$ cat src/rtl/regfile_wb_arbiter_if.sv
// Writeback arbiter bus: two producer slots, issue/scoreboard queries, regfile write port.
// The arbiter side uses the slave modport and the producers/regfile side uses the master modport.
interface regfile_wb_arbiter_if #(
    parameter int NREG = 16,
    parameter int DW   = 32
);
    localparam int IW = $clog2(NREG);

    logic          req0_valid;
    logic [IW-1:0] req0_dReg;
    logic [DW-1:0] req0_data;
    logic          req0_ready;

    logic          req1_valid;
    logic [IW-1:0] req1_dReg;
    logic [DW-1:0] req1_data;
    logic          req1_ready;

    logic          issue_valid;
    logic [IW-1:0] issue_dReg;
    logic [IW-1:0] src1_reg;
    logic [IW-1:0] src2_reg;
    logic          src1_busy;
    logic          src2_busy;

    logic          writeEnable;
    logic [IW-1:0] dReg;
    logic [DW-1:0] wrData;
    logic          prot_err;

    modport slave (
        input  req0_valid, req0_dReg, req0_data,
        output req0_ready,
        input  req1_valid, req1_dReg, req1_data,
        output req1_ready,
        input  issue_valid, issue_dReg, src1_reg, src2_reg,
        output src1_busy, src2_busy,
        output writeEnable, dReg, wrData, prot_err
    );

    modport master (
        output req0_valid, req0_dReg, req0_data,
        input  req0_ready,
        output req1_valid, req1_dReg, req1_data,
        input  req1_ready,
        output issue_valid, issue_dReg, src1_reg, src2_reg,
        input  src1_busy, src2_busy,
        input  writeEnable, dReg, wrData, prot_err
    );
endinterface

$ cat src/rtl/regfile_wb_arbiter.sv
// Shares the regfile write port between ALU (slot0) and load (slot1) through 1-entry slots, plus a busy scoreboard.
// Latency: accept-to-writeEnable is 2 edges when uncontested. Backpressure: reqN_ready is !slotN full, with no ready-through.
// Round-robin arbitration is built when ARB_ROUND_ROBIN_EN is defined; otherwise the load slot has fixed priority.
module regfile_wb_arbiter #(
    parameter int NREG  = 16,
    parameter int DW    = 32,
    parameter int PROT0 = 14,
    parameter int PROT1 = 15
) (
    input  logic                  clk,
    input  logic                  reset,
    regfile_wb_arbiter_if.slave   bus
);
    localparam int IW = $clog2(NREG);
    localparam logic [IW-1:0] PROT0_IDX = IW'(PROT0);
    localparam logic [IW-1:0] PROT1_IDX = IW'(PROT1);

    logic          slot0_vld_q,  slot0_vld_d;
    logic [IW-1:0] slot0_dreg_q, slot0_dreg_d;
    logic [DW-1:0] slot0_dat_q,  slot0_dat_d;
    logic          slot1_vld_q,  slot1_vld_d;
    logic [IW-1:0] slot1_dreg_q, slot1_dreg_d;
    logic [DW-1:0] slot1_dat_q,  slot1_dat_d;

    logic [NREG-1:0] busy_q, busy_d;
    logic            we_q, we_d;
    logic [IW-1:0]   wr_idx_q, wr_idx_d;
    logic [DW-1:0]   wr_dat_q, wr_dat_d;
    logic            prot_err_q, prot_err_d;
`ifdef ARB_ROUND_ROBIN_EN
    logic            rr_ptr_q, rr_ptr_d;
`endif

    logic          grant0, grant1;
    logic          drain_vld;
    logic [IW-1:0] drain_dreg;
    logic [DW-1:0] drain_dat;
    logic          drain_prot;
    logic          issue_prot;

    function automatic logic is_prot(input logic [IW-1:0] r);
        return (r == PROT0_IDX) || (r == PROT1_IDX);
    endfunction

    always_comb begin
        grant0 = 1'b0;
        grant1 = 1'b0;
`ifdef ARB_ROUND_ROBIN_EN
        rr_ptr_d = rr_ptr_q;
        if (slot0_vld_q && slot1_vld_q) begin
            grant0   = !rr_ptr_q;
            grant1   = rr_ptr_q;
            rr_ptr_d = !rr_ptr_q;
        end else begin
            grant0 = slot0_vld_q;
            grant1 = slot1_vld_q;
        end
`else
        grant1 = slot1_vld_q;
        grant0 = slot0_vld_q && !slot1_vld_q;
`endif
        drain_vld  = grant0 || grant1;
        drain_dreg = grant1 ? slot1_dreg_q : slot0_dreg_q;
        drain_dat  = grant1 ? slot1_dat_q  : slot0_dat_q;
        drain_prot = is_prot(drain_dreg);
        issue_prot = is_prot(bus.issue_dReg);
    end

    always_comb begin
        slot0_vld_d  = slot0_vld_q;
        slot0_dreg_d = slot0_dreg_q;
        slot0_dat_d  = slot0_dat_q;
        slot1_vld_d  = slot1_vld_q;
        slot1_dreg_d = slot1_dreg_q;
        slot1_dat_d  = slot1_dat_q;
        we_d         = 1'b0;
        wr_idx_d     = wr_idx_q;
        wr_dat_d     = wr_dat_q;
        prot_err_d   = prot_err_q;
        busy_d       = busy_q;

        // A full slot cannot accept, so the free-on-drain and capture paths never overlap.
        if (grant0) begin
            slot0_vld_d = 1'b0;
        end else if (bus.req0_valid && !slot0_vld_q) begin
            slot0_vld_d  = 1'b1;
            slot0_dreg_d = bus.req0_dReg;
            slot0_dat_d  = bus.req0_data;
        end

        if (grant1) begin
            slot1_vld_d = 1'b0;
        end else if (bus.req1_valid && !slot1_vld_q) begin
            slot1_vld_d  = 1'b1;
            slot1_dreg_d = bus.req1_dReg;
            slot1_dat_d  = bus.req1_data;
        end

        if (drain_vld) begin
            if (drain_prot) begin
                prot_err_d = 1'b1;
            end else begin
                we_d     = 1'b1;
                wr_idx_d = drain_dreg;
                wr_dat_d = drain_dat;
            end
            busy_d[drain_dreg] = 1'b0;
        end

        // Applied after the clear so a new producer issuing on the drain edge stays outstanding.
        if (bus.issue_valid && !issue_prot) begin
            busy_d[bus.issue_dReg] = 1'b1;
        end
    end

    always_ff @(posedge clk) begin
        if (!reset) begin
            slot0_vld_q  <= 1'b0;
            slot0_dreg_q <= '0;
            slot0_dat_q  <= '0;
            slot1_vld_q  <= 1'b0;
            slot1_dreg_q <= '0;
            slot1_dat_q  <= '0;
            busy_q       <= '0;
            we_q         <= 1'b0;
            wr_idx_q     <= '0;
            wr_dat_q     <= '0;
            prot_err_q   <= 1'b0;
`ifdef ARB_ROUND_ROBIN_EN
            rr_ptr_q     <= 1'b0;
`endif
        end else begin
            slot0_vld_q  <= slot0_vld_d;
            slot0_dreg_q <= slot0_dreg_d;
            slot0_dat_q  <= slot0_dat_d;
            slot1_vld_q  <= slot1_vld_d;
            slot1_dreg_q <= slot1_dreg_d;
            slot1_dat_q  <= slot1_dat_d;
            busy_q       <= busy_d;
            we_q         <= we_d;
            wr_idx_q     <= wr_idx_d;
            wr_dat_q     <= wr_dat_d;
            prot_err_q   <= prot_err_d;
`ifdef ARB_ROUND_ROBIN_EN
            rr_ptr_q     <= rr_ptr_d;
`endif
        end
    end

    assign bus.req0_ready  = !slot0_vld_q;
    assign bus.req1_ready  = !slot1_vld_q;
    assign bus.src1_busy   = busy_q[bus.src1_reg];
    assign bus.src2_busy   = busy_q[bus.src2_reg];
    assign bus.writeEnable = we_q;
    assign bus.dReg        = wr_idx_q;
    assign bus.wrData      = wr_dat_q;
    assign bus.prot_err    = prot_err_q;
endmodule

$ cat src/flat_wrapper.sv
// flat-port wrapper written by rule: the top's interface ports become plain ports
module regfile_wb_arbiter_flat 
#(
    parameter int NREG  = 16,
    parameter int DW    = 32,
    parameter int PROT0 = 14,
    parameter int PROT1 = 15
)
  (clk, reset, bus_req0_valid, bus_req0_dReg, bus_req0_data, bus_req0_ready, bus_req1_valid, bus_req1_dReg, bus_req1_data, bus_req1_ready, bus_issue_valid, bus_issue_dReg, bus_src1_reg, bus_src2_reg, bus_src1_busy, bus_src2_busy, bus_writeEnable, bus_dReg, bus_wrData, bus_prot_err);
  regfile_wb_arbiter_if #(.NREG(NREG), .DW(DW)) bus_i ();
  input  logic clk;
  input  logic reset;
  input wire logic [$bits(bus_i.req0_valid)-1:0] bus_req0_valid;
  input wire logic [$bits(bus_i.req0_dReg)-1:0] bus_req0_dReg;
  input wire logic [$bits(bus_i.req0_data)-1:0] bus_req0_data;
  output wire logic [$bits(bus_i.req0_ready)-1:0] bus_req0_ready;
  input wire logic [$bits(bus_i.req1_valid)-1:0] bus_req1_valid;
  input wire logic [$bits(bus_i.req1_dReg)-1:0] bus_req1_dReg;
  input wire logic [$bits(bus_i.req1_data)-1:0] bus_req1_data;
  output wire logic [$bits(bus_i.req1_ready)-1:0] bus_req1_ready;
  input wire logic [$bits(bus_i.issue_valid)-1:0] bus_issue_valid;
  input wire logic [$bits(bus_i.issue_dReg)-1:0] bus_issue_dReg;
  input wire logic [$bits(bus_i.src1_reg)-1:0] bus_src1_reg;
  input wire logic [$bits(bus_i.src2_reg)-1:0] bus_src2_reg;
  output wire logic [$bits(bus_i.src1_busy)-1:0] bus_src1_busy;
  output wire logic [$bits(bus_i.src2_busy)-1:0] bus_src2_busy;
  output wire logic [$bits(bus_i.writeEnable)-1:0] bus_writeEnable;
  output wire logic [$bits(bus_i.dReg)-1:0] bus_dReg;
  output wire logic [$bits(bus_i.wrData)-1:0] bus_wrData;
  output wire logic [$bits(bus_i.prot_err)-1:0] bus_prot_err;
  assign bus_i.req0_valid = bus_req0_valid;
  assign bus_i.req0_dReg = bus_req0_dReg;
  assign bus_i.req0_data = bus_req0_data;
  assign bus_req0_ready = bus_i.req0_ready;
  assign bus_i.req1_valid = bus_req1_valid;
  assign bus_i.req1_dReg = bus_req1_dReg;
  assign bus_i.req1_data = bus_req1_data;
  assign bus_req1_ready = bus_i.req1_ready;
  assign bus_i.issue_valid = bus_issue_valid;
  assign bus_i.issue_dReg = bus_issue_dReg;
  assign bus_i.src1_reg = bus_src1_reg;
  assign bus_i.src2_reg = bus_src2_reg;
  assign bus_src1_busy = bus_i.src1_busy;
  assign bus_src2_busy = bus_i.src2_busy;
  assign bus_writeEnable = bus_i.writeEnable;
  assign bus_dReg = bus_i.dReg;
  assign bus_wrData = bus_i.wrData;
  assign bus_prot_err = bus_i.prot_err;
  regfile_wb_arbiter #(.NREG(NREG), .DW(DW), .PROT0(PROT0), .PROT1(PROT1)) u_core (.clk(clk), .reset(reset), .bus(bus_i));
endmodule
$ cat config.mk
export PLATFORM = sky130hd
export DESIGN_NAME = regfile_wb_arbiter_flat
export DESIGN_NICKNAME = d
export VERILOG_FILES = /design/src/rtl/regfile_wb_arbiter_if.sv /design/src/rtl/regfile_wb_arbiter.sv /design/src/flat_wrapper.sv
export SDC_FILE = /design/constraint.sdc
export NUM_CORES = 1
export LEC_CHECK = 0
export CAP_MARGIN = 20
export CORE_MARGIN = 2
export CORE_UTILIZATION = 25
export DETAILED_ROUTE_END_ITERATION = 8
export MAX_ROUTING_LAYER = met4
export SYNTH_ARGS = -nofsm -noshare
export SYNTH_HDL_FRONTEND = slang
export SYNTH_SLANG_ARGS = --single-unit
$ cat constraint.sdc
create_clock -name clk -period 2 [get_ports clk]
set_input_delay 0.6 -clock clk [delete_from_list [all_inputs] [get_ports clk]]
set_output_delay 0.6 -clock clk [all_outputs]
set_load 0.01 [all_outputs]
==> qor.yml <==
detailed_routing:
  drtIter0Drc: 168
  postRouteAntennaNets: 0
  num_vias: 4662
  via_per_inst: 4.54
  drc: 0
  drtPass1Iterations: 4
  wl_um: 15300
  routedWlPerCell_um: 14.9
logic_synthesis:
  synth_fa_ha_area_frac: 0
  synth_cells: 602
  ys_ff_latch: 128
  synth-xor-area-share: 0
  synthFlopType: "dfxtp_1"
  synthSimpleGateAreaFrac: 0.160
  ys_types: 41
  yosys_warnings: 0
  synth_top_family_by_area: "compound AO/OA/AOI/OAI gates"
  synth-edff-count: 0
  synthMuxAreaShare: 0.0454
  synth-compound-area-share: 0.249
  async_reset_ff_frac: 0
  avgSynthCellArea_um2: 8.83
  syn_nets: 691
  syn_area_um2: 5320
  synth_seq_area_share: 0.482
sta:
  drv_slew: 0
  setup_viol_count_final: 2
  hold_viol: 0
  grt_setup_unrepaired: "true"
  holdWs_ps: 441
  period_minus_slack_ps: 2290
  fin_ws_ps: -288
  worst_pin_slew_ps: 627
  tns_ps: -570
  skew_ps: 6.89
  layout_worst_path_cycle_share: 1.14
  slew_headroom: 0.581
  fmax_mhz: 437
power_and_ir_drop:
  powerDensity_nw_per_um2: 889
  ir_worst_vdd_v: 0.000562
  leakage_nw: 2.89
place:
  io_buffers: 130
  dp_hpwl_um: 10500
  dpl_worst_slack_ps: -1160
  globalplace.congestion: 0.752
  placed_cell_area_um2: 7060
clocking:
  clock-sinks: 128
  cts-root-buf: "clkbuf_16"
  clk_latency_ps: 420
  clock_path_buffers: 2
  clk_pin_slew_ps: 50
  cts_tree: "yes"
  numCtsBuffers: 17
  cts_max_level: 4
global_route:
  grt_pass1_wl_um: 24200
  grt_antenna_before_repair: 1
  use_met2: 0.223
  grtUsageTotal: 0.144
  grt_use_met3: 0.0409
  overflow: 0
  grtUsageMet1: 0.178
  grt_pass1_vias: 4542
  top_usage_layer: "met2"
  grt_max_degree: 50
setup_path:
  start_kind: "flop"
  ff2ff_path_depth: 5
  worstReg2RegStart: "u_core.slot0_dreg_q[2]"
  critical_path_class: "flop to output port"
  cp_cell_sequence: "mux4_2, nor2b_4, a211oi_2, a21oi_1, buf_2"
  r2r_end: "u_core.bus.wrData[15]"
  r2r_slack_ps: 290
  crit_arrival_ps: 1690
  cp_slowest_cell: "mux4_2"
  worstPathMaxFanout: 3
  slowest_delay_ps: 470
  endpoint_kind: "output port"
  worstPathRequired_ps: 1400
min_path:
  worstHoldPathCells: 2
  worstHoldStart: "u_core.bus.wrData[1]"
  holdCritPathClass: "flop to flop"
  holdPathEnd: "u_core.bus.wrData[1]"
final_layout:
  final_area_um2: 7660
  final_common_cell: "nand2_1"
  drive_gt1_frac: 0.107
  nets: 827
  area_growth_pct: 44.0
  fin_util: 0.365
  final_cell_mix: "nand2_1, dfxtp_1, clkdlybuf4s50_1"
die:
  die_w_um: 150
  num_rows: 53
  initial_core_util: 0.254
  dieArea_um2: 22400
  core-area_um2: 21000
  fp.dieH_um: 150
  io_pins: 131
outcome:
  outcome: "finished with violations"
  violations: "setup timing"
job:
  cap_viol_max_count: 0
[power by group]
| part | internal (mW) | switching, mW |
|---|---|---|
| Sequential | 2.72 | 0.0924 |
| Clock | 1.98 | 1.08 |
| Combinational | 0.499 | 0.433 |
| Total | 5.20 | 1.61 |
[sequential cells by signal (all words and copies together) (netlist names)]
register                count
u_core.bus.wrData          32
u_core.slot1_dreg_q         4
u_core.bus.dReg             4
u_core.slot0_dat_q         32
u_core.bus.writeEnable      1
u_core.busy_q              16
u_core.slot0_vld_q          1
u_core.bus.prot_err         1
u_core.grant1               1
u_core.slot1_dat_q         32
u_core.slot0_dreg_q         4
[area by class of cell]
| class | count | area [um2] |
|---|---|---|
| fillers | 2152 | 13300 |
| clock inverters | 6 | 108 |
| diodes | 1 | 2.50 |
| repair buffers | 159 | 1590 |
| multi-input cells | 396 | 2440 |
| clock buffers | 25 | 465 |
| inverters | 36 | 135 |
| flip-flops and latches | 128 | 2560 |
| well taps | 275 | 344 |
[cells by family after synthesis]
| kind of cell | after synthesis |
|---|---|
| AND/OR/NAND/NOR | 205 |
| multiplexers | 11 |
| flip-flops | 128 |
| buffers and inverters | 78 |
| AO/OA/AOI/OAI | 180 |
[synthesized netlist by cell type, drive strengths merged, types with 2 or more instances]
master,count,area share
nand2,169,0.12
dfxtp,128,0.48
a21boi,73,0.10
a21oi,41,0.039
inv,36,0.025
o221ai,31,0.051
buf,21,0.023
clkbuf,21,0.015
a32o,10,0.019
mux4,8,0.040
nor2,8,0.0056
o21ai,8,0.0082
nand3,6,0.0056
nor2b,5,0.0059
a41o,4,0.0075
and2,3,0.0035
and3b,3,0.0049
nand3b,3,0.0042
o31ai,3,0.0052
a211oi,2,0.0028
a221oi,2,0.0033
mux2i,2,0.0038
nand2b,2,0.0024
nor3b,2,0.0028
[through the flow]
step / instances / total power [mW]
after floorplan: 602 / 3.27
after global routing: 1026 / 7.11
final: 1026 / 6.80
after detailed placement: 993 / 3.81
after global placement: 993 / 3.80
after CTS: 1024 / 6.91
[per-layer routing]
layer	part of all wire	wire, um
met5	0	0
met4	0.016	240
met3	0.053	805
met2	0.46	6970
met1	0.48	7260
[worst max-delay path by stage]
stage	end	start	cells past startpoint	slack [ps]
final	bus_src1_busy	u_core.busy_q[3]	5	-290
after global routing	bus_src2_busy	u_core.busy_q[3]	5	-350
after CTS	bus_src2_busy	u_core.busy_q[3]	5	-360
after detailed placement	bus_src1_busy	bus_src1_reg[0]	6	-1160
after global placement	bus_src1_busy	bus_src1_reg[0]	6	-1160
after floorplan	bus_src1_busy	bus_src1_reg[0]	4	-40
[timing repair]
item,in CTS,in global routing
pin swaps,2,2
endpoints found under the setup margin,3,3
buffers inserted,0,1
resized for setup,23,9
hold buffers,0,0
[critical path: cells and delay by family, from the launching register on]
kind                   cells  cell delay (ps)
multiplexers               1              470
flip-flops                 1              330
AND/OR/NAND/NOR            1              140
AO/OA/AOI/OAI              2              190
buffers and inverters      1              140
Power figures use the tool's default switching activity.
